$ cat src/rtl/piece_move_resolver.sv
// piece_move_resolver: builds the candidate placement for one move request,
// scans it against the board one row per cycle through a synchronous read
// port (plus wall/floor checks), and returns one registered verdict.
module piece_move_resolver #(
  parameter int BOARD_WIDTH  = 10,
  parameter int BOARD_HEIGHT = 20,
  parameter int PIECE_N      = 4,
  parameter int XW           = $clog2(BOARD_WIDTH) + 1,
  parameter int YW           = $clog2(BOARD_HEIGHT) + 1
) (
  input  logic                                  clk,
  input  logic                                  reset_n,
  input  logic                                  req_valid,
  output logic                                  req_ready,
  input  logic [2:0]                            req_move,
  input  logic                                  no_piece,
  input  logic signed [XW-1:0]                  piece_x,
  input  logic signed [YW-1:0]                  piece_y,
  input  logic [PIECE_N-1:0][PIECE_N-1:0]       piece_grid,
  output logic                                  board_rd_en,
  output logic [$clog2(BOARD_HEIGHT)-1:0]       board_rd_row,
  input  logic [BOARD_WIDTH-1:0]                board_rd_data,
  output logic                                  rsp_valid,
  output logic                                  rsp_collision,
  output logic                                  rsp_oob,
  output logic signed [XW-1:0]                  rsp_x,
  output logic signed [YW-1:0]                  rsp_y,
  output logic [PIECE_N-1:0][PIECE_N-1:0]       rsp_grid
);
  // One extra bit over the widest coordinate so +/-1 and +row never wrap.
  localparam int AW  = ((XW > YW) ? XW : YW) + 1;
  localparam int RW  = $clog2(BOARD_HEIGHT);
  localparam int RCW = (PIECE_N > 1) ? $clog2(PIECE_N) : 1;
  localparam logic signed [AW-1:0] W_S = AW'(BOARD_WIDTH);
  localparam logic signed [AW-1:0] H_S = AW'(BOARD_HEIGHT);
  localparam logic signed [AW-1:0] N_S = AW'(PIECE_N);

  typedef logic [PIECE_N-1:0][PIECE_N-1:0] grid_t;
  typedef enum logic [1:0] {IDLE, SCAN, DRAIN, RESP} state_t;

  state_t                 state;
  grid_t                  cand;
  logic signed [AW-1:0]   cx, cy;
  logic                   np, coll, oob;
  logic [RCW-1:0]         r;
  logic                   pend;
  logic [BOARD_WIDTH-1:0] pend_mask;

  grid_t                  nxt_grid;
  logic signed [AW-1:0]   nxt_x, nxt_y;
  logic [PIECE_N-1:0]     row_bits, wall;
  logic [BOARD_WIDTH-1:0] row_mask;
  logic signed [AW-1:0]   abs_r;
  logic                   occ, row_hi, rd, hit;

  // Candidate position/grid from the live request; only sampled on acceptance.
  always_comb begin
    nxt_x    = {{(AW-XW){piece_x[XW-1]}}, piece_x};
    nxt_y    = {{(AW-YW){piece_y[YW-1]}}, piece_y};
    nxt_grid = piece_grid;
    case (req_move)
      3'd1: nxt_x = nxt_x - AW'(1);
      3'd2: nxt_x = nxt_x + AW'(1);
      3'd3: nxt_y = nxt_y + AW'(1);
      3'd4: for (int a = 0; a < PIECE_N; a++)
              for (int b = 0; b < PIECE_N; b++)
                nxt_grid[a][b] = piece_grid[b][PIECE_N-1-a];
      3'd5: for (int a = 0; a < PIECE_N; a++)
              for (int b = 0; b < PIECE_N; b++)
                nxt_grid[a][b] = piece_grid[PIECE_N-1-b][a];
      default: ;
    endcase
  end

  // Per grid column: occupancy of the scanned row and wall violation.
  // Walls are checked for every occupied cell, including rows above the board.
  for (genvar gc = 0; gc < PIECE_N; gc++) begin : g_cell
    logic signed [AW-1:0] col;
    assign row_bits[gc] = cand[gc][r];
    assign col          = cx + AW'(gc);
    assign wall[gc]     = row_bits[gc] & (col[AW-1] | (col >= W_S));
  end

  // Per board column: candidate row mask shifted by cx, in-range columns only.
  for (genvar gb = 0; gb < BOARD_WIDTH; gb++) begin : g_col
    logic signed [AW-1:0] off;
    assign off          = AW'(gb) - cx;
    assign row_mask[gb] = ~off[AW-1] & (off < N_S) & row_bits[off[RCW-1:0]];
  end

  assign abs_r        = cy + $signed(AW'(r));
  assign occ          = |row_bits;
  assign row_hi       = abs_r >= H_S;
  assign rd           = (state == SCAN) & occ & ~abs_r[AW-1] & ~row_hi;
  assign hit          = pend & |(pend_mask & board_rd_data);
  assign board_rd_en  = rd;
  assign board_rd_row = rd ? abs_r[RW-1:0] : '0;
  assign req_ready    = (state == IDLE);

  // Request FSM: accept, scan rows, drain the last compare, publish verdict.
  always_ff @(posedge clk or negedge reset_n) begin
    if (!reset_n) begin
      state         <= IDLE;
      cand          <= '0;
      cx            <= '0;
      cy            <= '0;
      np            <= 1'b0;
      coll          <= 1'b0;
      oob           <= 1'b0;
      r             <= '0;
      pend          <= 1'b0;
      pend_mask     <= '0;
      rsp_valid     <= 1'b0;
      rsp_collision <= 1'b0;
      rsp_oob       <= 1'b0;
      rsp_x         <= '0;
      rsp_y         <= '0;
      rsp_grid      <= '0;
    end else begin
      case (state)
        IDLE: if (req_valid) begin
          cand  <= nxt_grid;
          cx    <= nxt_x;
          cy    <= nxt_y;
          np    <= no_piece;
          coll  <= 1'b0;
          oob   <= 1'b0;
          r     <= '0;
          pend  <= 1'b0;
          state <= SCAN;
        end
        SCAN: begin
          coll      <= coll | hit | (occ & row_hi) | (|wall);
          oob       <= oob | (occ & row_hi) | (|wall);
          pend      <= rd;
          pend_mask <= row_mask;
          r         <= r + 1'b1;
          if (r == RCW'(PIECE_N-1)) state <= DRAIN;
        end
        DRAIN: begin
          coll          <= coll | hit;
          pend          <= 1'b0;
          rsp_valid     <= 1'b1;
          rsp_collision <= ~np & (coll | hit);
          rsp_oob       <= ~np & oob;
          rsp_x         <= cx[XW-1:0];
          rsp_y         <= cy[YW-1:0];
          rsp_grid      <= cand;
          state         <= RESP;
        end
        default: begin
          rsp_valid <= 1'b0;
          state     <= IDLE;
        end
      endcase
    end
  end
endmodule

$ cat config.mk
export PLATFORM = sky130hd
export DESIGN_NAME = piece_move_resolver
export DESIGN_NICKNAME = d
export VERILOG_FILES = /design/src/rtl/piece_move_resolver.sv
export SDC_FILE = /design/constraint.sdc
export NUM_CORES = 1
export LEC_CHECK = 0
export ABC_CLOCK_PERIOD_IN_PS = 4510
export BUFFER_PORTS_ARGS = -buffer_cell sky130_fd_sc_hd__buf_2
export CAP_MARGIN = 20
export CORE_UTILIZATION = 45
export DETAILED_ROUTE_END_ITERATION = 6
export GPL_TIMING_DRIVEN = 0
export HOLD_SLACK_MARGIN = 0.15
export MAX_ROUTING_LAYER = met4
export PLACE_DENSITY_LB_ADDON = 0.08
export RECOVER_POWER = 50
export SLEW_MARGIN = 20
export SYNTH_ARGS = -nofsm -noshare
export SYNTH_HDL_FRONTEND = slang
export SYNTH_SLANG_ARGS = --single-unit
$ cat constraint.sdc
create_clock -name clk -period 4.51 [get_ports clk]
set_clock_uncertainty 0.2 [all_clocks]
set_input_delay 0.902 -clock clk [delete_from_list [all_inputs] [get_ports clk]]
set_output_delay 0.902 -clock clk [all_outputs]
set_load 0.02 [all_outputs]
# Word level (Yosys, flattened, before mapping)
# Cells that the tools add are included.
# W data, S select, Z words.
[totals]
register_bits = 78
in_bits = 44
output_inout_bits = 37
[classes]
n_addsub = 18
n_lt_le_gt_ge = 26
eq_ne = 10
mux = 42
bitwise_logic = 54
reduce_logical = 11
[ops]
columns = ["op", "n"]
rows = [
  ["$lt A7 B4 Y1 const B", 10],
  ["$lt A2 B3 Y1 const B", 11],
  ["$pmux W16 S2", 1],
  ["$and A1 B1 Y1", 31],
  ["$bmux W1 S2", 14],
  ["$ge A7 B5 Y1 const B", 4],
  ["$sub A4 B7 Y7 const A", 4],
  ["$mux W1", 15],
  ["$add A7 B3 Y7 const B", 2],
  ["$pmux W7 S2", 1],
  ["$sub A3 B7 Y7 const A", 2],
  ["$sub A5 B7 Y7 const A", 2],
  ["$not A1 Y1", 13],
  ["$and A10 B10 Y10", 1],
  ["$reduce_or A10 Y1", 1],
  ["$or A1 B1 Y1", 9],
  ["$reduce_and A2 Y1", 4],
  ["$reduce_or A4 Y1", 2],
  ["$add A6 B2 Y7 const B", 1],
  ["$add A7 B2 Y7 const B", 1],
  ["$add A7 B3 Y7", 1],
  ["$ge A7 B6 Y1 const B", 1],
  ["$mux W7", 1],
  ["$sub A1 B7 Y7 const A", 1],
  ["other kinds (21)", 28],
]

# Logic depth before layout (Yosys ltp)
[depth]
word_depth = 7
depth_mapped = 10

# Worst setup path after synthesis
# Ideal clock, no wire load.
[synth_path]
path_type = "register to output"
start = "reg r[0]"
end = "out board_rd_row[2]"
arrival_time_ns = 2.216
t_required_ns = 3.408
path_slack_ns = 1.192
path_stages_with_launch = 9
path_cell_list = "dfrtp_1 > ha_1 > inv_1 > fa_1 > nand3b_1 > o21a_1 > nor3_1 > nand3_1 > nor3_1"
[synth_via]
elab_chain_len = 7
word_cells_on_any_way = 17
cone_classes = "add/sub: 1; order compare: 1; mux: 9; bitwise: 5; reduce/logical: 1"
[synth_rtl]
columns = ["item", "line", "source"]
rows = [
  ["from (decl)", "45", "logic [RCW-1:0] r;"],
  ["from (signal assigned)", "137", "r <= r + 1'b1;"],
  ["branches (longest 6 deep; another with $add A7 B3 Y7)", "n/a", ""],
  ["$mux W5 *", "97", "assign board_rd_row = rd ? abs_r[RW-1:0] : '0;"],
  ["to (decl)", "21", "output logic [$clog2(BOARD_HEIGHT)-1:0] board_rd_row,"],
]
# Mark *: on every way between the ends. The select of a mux whose other input is x is not followed.

# Worst setup path in the final report
[layout_path]
start = "reg r[1]"
end = "out board_rd_row[2]"
# The elaborated chain is that of the path after synthesis.

==> summary by stage <==
Run
Across the run, the number of max-cap violations was 0.

Synth
The cell count after synthesis came out at about 520. The prevailing post-synth register cell is sky130_fd_sc_hd__dfrtp_1. The average cell area after synthesis is 9.33 um2. The synthesized design contains a little under 80 register bits. After synthesis the cells add up to 4880 um2. During synthesis, Yosys emitted a total of 0 warnings.

Counting every net in the synthesized netlist gives 595. Of all flip-flops after synthesis, the portion carrying an async set or reset was between 90% and 100%. Summing the sequential cell areas from Yosys gives around two fifths of the chip area. The unique cell type count in the Yosys netlist is 60. Counting flops with a built-in enable in the synthesized netlist gives 0.

Worst setup path
The type of element launching the critical path is a register. The register-to-register setup slack is 1320 ps. Counting cells, the worst reg-to-reg path comes to 9. By instance count, the cell type seen most on the critical path is sky130_fd_sc_hd__nor3_1. Of all nets on the critical path, the largest fanout is 8. The endpoint identified for the worst register-to-register timing path is coll. In this design, the largest share of critical-path delay is due to simple AND/OR/NAND/NOR gates. By startpoint and endpoint, the worst setup path is classified as reg -> out.

The number of buffers and inverters on the critical path is 2. The reg-to-reg startpoint is cx[1]. STA puts the critical path data arrival time at ~2900 ps.

The endpoint type of the worst setup path is an output port. On the critical path, the stage with the largest delay is an instance of sky130_fd_sc_hd__dfrtp_1. Traced cell by cell, the critical path runs through inv_1 > fa_1 > nand3b_1 > o21a_1 > nor3_1 > nand3_1 > nor3_1 > buf_2. The required arrival time at the worst endpoint is 3410 ps.

The delay of the slowest cell on the worst path is about 570 ps.

Routing
In the routed design, unresolved DRC markers number 0. The routed via count is between 4000 and 5000. The detailed-route wire length is around 13000 um.

Once detail routing completed, the nets flagged for antenna violations numbered 0. The per-cell via count in the routed design is 5.57. The wire length per cell after detailed routing is roughly 17 um. The first routing iteration left between 300 and 400 violations.

The number of search-and-repair iterations in the first detailed-routing pass is 5.

Place
Routability-driven placement finished with a final weighted congestion of approximately 0.90. The post-placement worst setup slack is slightly above 900 ps. The number of buffer cells added on primary ports is 79.

The post-detailed-placement half-perimeter wirelength is approximately 9600 um.

Clock tree
At the later pin of the worst-skew pair, clock insertion delay measures roughly 360 ps. The H-tree generated during clock tree synthesis spans 3 levels. The tree is rooted in a sky130_fd_sc_hd__clkbuf_8. The total CTS buffers is 9. Clock tree synthesis found a total of 77 sinks. The number of hold buffers added after CTS is 0. The clock transition at the register clock pins on the worst setup and hold paths after CTS is 90 ps. The TritonCTS clock tree is yes. The buffer depth of the longest clock path is 2. The post-CTS setup repair buffer count is 0. Once the clock tree was built, the resizer swapped 0 gates to a different size.

Pwr
VDD sags by at most 0.325 mV. The leakage component of the power is about 2.6 nW. The power per unit of standard cell area is slightly above 700 nW/um2.

GRT
The first global-routing pass estimated ~21000 um of wire. The via count of the first global-routing pass is ~4100. The number of antenna violations at the first check in global routing is 0. The remaining global-route overflow is 0.

Global routing used between 20% and 30% of the available tracks. The largest net degree at the start of global routing is a little under 60.

Finish
The final layout contains ~690 nets. The fraction of layout instances using a drive strength above 1 is between 20 and 25%. The area growth from synthesis to layout is 15.3%. The filler cells instantiated in the layout total ~980. 0 antenna diodes ended up in the layout.

STA
The tightest slew margin relative to the limit is about 5.4%. For the pin with the worst max-slew slack, the measured transition is 1420 ps. Adding up every negative setup slack in the final design gives 0 ps. Counting I/O delays and the setup requirement, the final critical path takes ~4000 ps. The max-slew violation count was 0.

Setup slack on the critical path of the routed design comes to 554 ps. Of the available clock period, the critical path in the final layout requires between 80% and 90%. The maximum frequency from static timing analysis is approximately 250 MHz. Setup violations remaining at the end of the flow were counted as 0. The number of hold-slack violations in the final timing report is 0. Setup repair after global routing left no endpoint under its margin.

Floorplanning
The starting utilization of the core area is between 40% and 50%. The die footprint is 11300 um2. After floorplanning, the core was divided into 37 placement rows.

From bottom edge to top edge, the die measures around 110 um. The width of the die is approximately 110 um. During I/O placement, the number of pins put on the boundary was 81. The floorplan step defined a core boundary enclosing 10400 um2.

Min path
The startpoint identified for the worst hold timing path is np. Along the worst hold path, the cell count comes to 1. The worst hold path belongs to the class reg -> reg. The path with the worst hold slack has its endpoint at rsp_collision.

Outcome
The run finished with clean final reports.
## how the worst max path moves through the flow
stage                      from              end  slack [ps]  cells after the start
finish                     r[1]  board_rd_row[2]         550                      8
global placement    req_move[0]            cx[5]         990                     10
CTS                        r[1]  board_rd_row[2]         550                      8
global route               r[1]  board_rd_row[2]         350                      8
floorplan                  r[0]  board_rd_row[2]        1190                      8
detailed placement  req_move[0]            cx[5]         930                     10
## routing by layer
layer  wire length, um  part of all wire, %  vias to the layer above  track usage [%]
met3               498                  4.0                       18             2.70
met5                 0                    0                        -                -
met1              6090                   49                     2022             34.2
met4               219                  1.7                        0             8.83
li1                  -                    -                     2051                -
met2              5720                   46                      116             37.0
## worst reg2reg max path, delay by kind of cell, from the launching register on
family	cells	cell delay, ps
adder cells (fa/ha/maj)	1	370
XOR/XNOR	1	390
flip-flops	1	480
AND/OR/NAND/NOR	1	90
buffers and inverters	2	720
AO/OA/AOI/OAI	4	880
## synthesized netlist by cell type (all sizes together) (2+ instances only)
cell type  number  area (um2)
nand2          78         293
mux2i          23         230
nand4           3        18.8
nand2b          5        31.3
o2bb2ai         7        61.3
a21o            5        37.5
nor3            5        25.0
xnor2          12         105
o31ai           8        60.1
xor2            7        61.3
a31oi           2        12.5
nand3          10        50.1
o31a            2        17.5
buf             7        37.5
ha             26         325
o21ai          64         320
o32ai           2        17.5
a211oi          3        22.5
nor2b           6        37.5
inv            21        78.8
a311oi          2        17.5
a21oi          23         115
mux2           30         338
mux4            4        90.1
nor4            3        18.8
a22o            4        35.0
or3             3        18.8
o41ai           2        17.5
dfrtp          77        1930
clkbuf         24        90.1
nor2           23        86.3
a22oi           4        30.0
a32o            2        20.0
fa              2        40.0
## power breakdown
group	total [mW]	switching (mW)	internal, mW
Combinational	2.23	1.36	0.870
Clock	0.507	0.294	0.213
Sequential	1.26	0.256	1.01
## cell families (layout without fill, tap and decap cells)
family | after synthesis | count (layout) | synth area share, %
buffers and inverters | 53 | 149 | 4.31
AND/OR/NAND/NOR | 145 | 145 | 13.3
multiplexers | 57 | 57 | 13.5
XOR/XNOR | 19 | 19 | 3.41
adder cells (fa/ha/maj) | 28 | 28 | 7.48
flip-flops | 77 | 77 | 39.5
AO/OA/AOI/OAI | 144 | 144 | 18.6
## metrics by stage
step	cells	cell area (um2)	hold WS, ps	util [%]	total power [mW]
2_1_floorplan	523	4880	247	-	2.82
5_1_grt	755	5630	322	54.0	4.33
4_1_cts	755	5670	214	54.4	4.03
3_3_place_gp	738	5450	260	52.3	3.46
3_5_place_dp	739	5480	267	52.6	3.51
6_report	755	5630	287	54.0	4.00
## sequential cells by signal, summed over array words and instances (netlist names)
name,flops
r,2
rsp_oob,1
coll,1
cx,6
pend_mask,10
pend,1
oob,1
cand,16
cy,7
np,1
rsp_valid,1
rsp_grid,16
state,2
rsp_collision,1
rsp_x,5
rsp_y,6
## layout by cell type, fill, tap and decap left out, types with 5 or more instances in the layout
cell type	synthesis	routed
sky130_fd_sc_hd__nand2_1	78	78
sky130_fd_sc_hd__dfrtp_1	77	77
sky130_fd_sc_hd__buf_2	3	72
sky130_fd_sc_hd__o21ai_0	64	64
sky130_fd_sc_hd__clkbuf_1	24	34
sky130_fd_sc_hd__mux2_2	30	30
sky130_fd_sc_hd__ha_1	26	26
sky130_fd_sc_hd__a21oi_1	23	23
sky130_fd_sc_hd__nor2_1	23	23
sky130_fd_sc_hd__mux2i_1	23	23
sky130_fd_sc_hd__inv_1	21	21
sky130_fd_sc_hd__xnor2_1	12	12
sky130_fd_sc_hd__nand3_1	10	10
sky130_fd_sc_hd__clkbuf_8	0	9
sky130_fd_sc_hd__o31ai_1	8	8
sky130_fd_sc_hd__xor2_1	7	7
sky130_fd_sc_hd__o2bb2ai_1	7	7
sky130_fd_sc_hd__nor2b_1	6	6
sky130_fd_sc_hd__nor3_1	5	5
sky130_fd_sc_hd__nand2b_1	5	5
sky130_fd_sc_hd__a21o_1	5	5
## layout make-up
class | instances | area, um2 | area share, %
plain buffers | 31 | 128 | 2.27
clock buffers | 9 | 124 | 2.20
clock inverters | 7 | 63.8 | 1.13
inverters | 22 | 82.6 | 1.47
multi-input cells | 393 | 2750 | 48.8
flip-flops and latches | 77 | 1930 | 34.2
well taps | 136 | 170 | 3.02
repair buffers | 80 | 388 | 6.89
No activity file was read; power rests on OpenSTA's default activity.
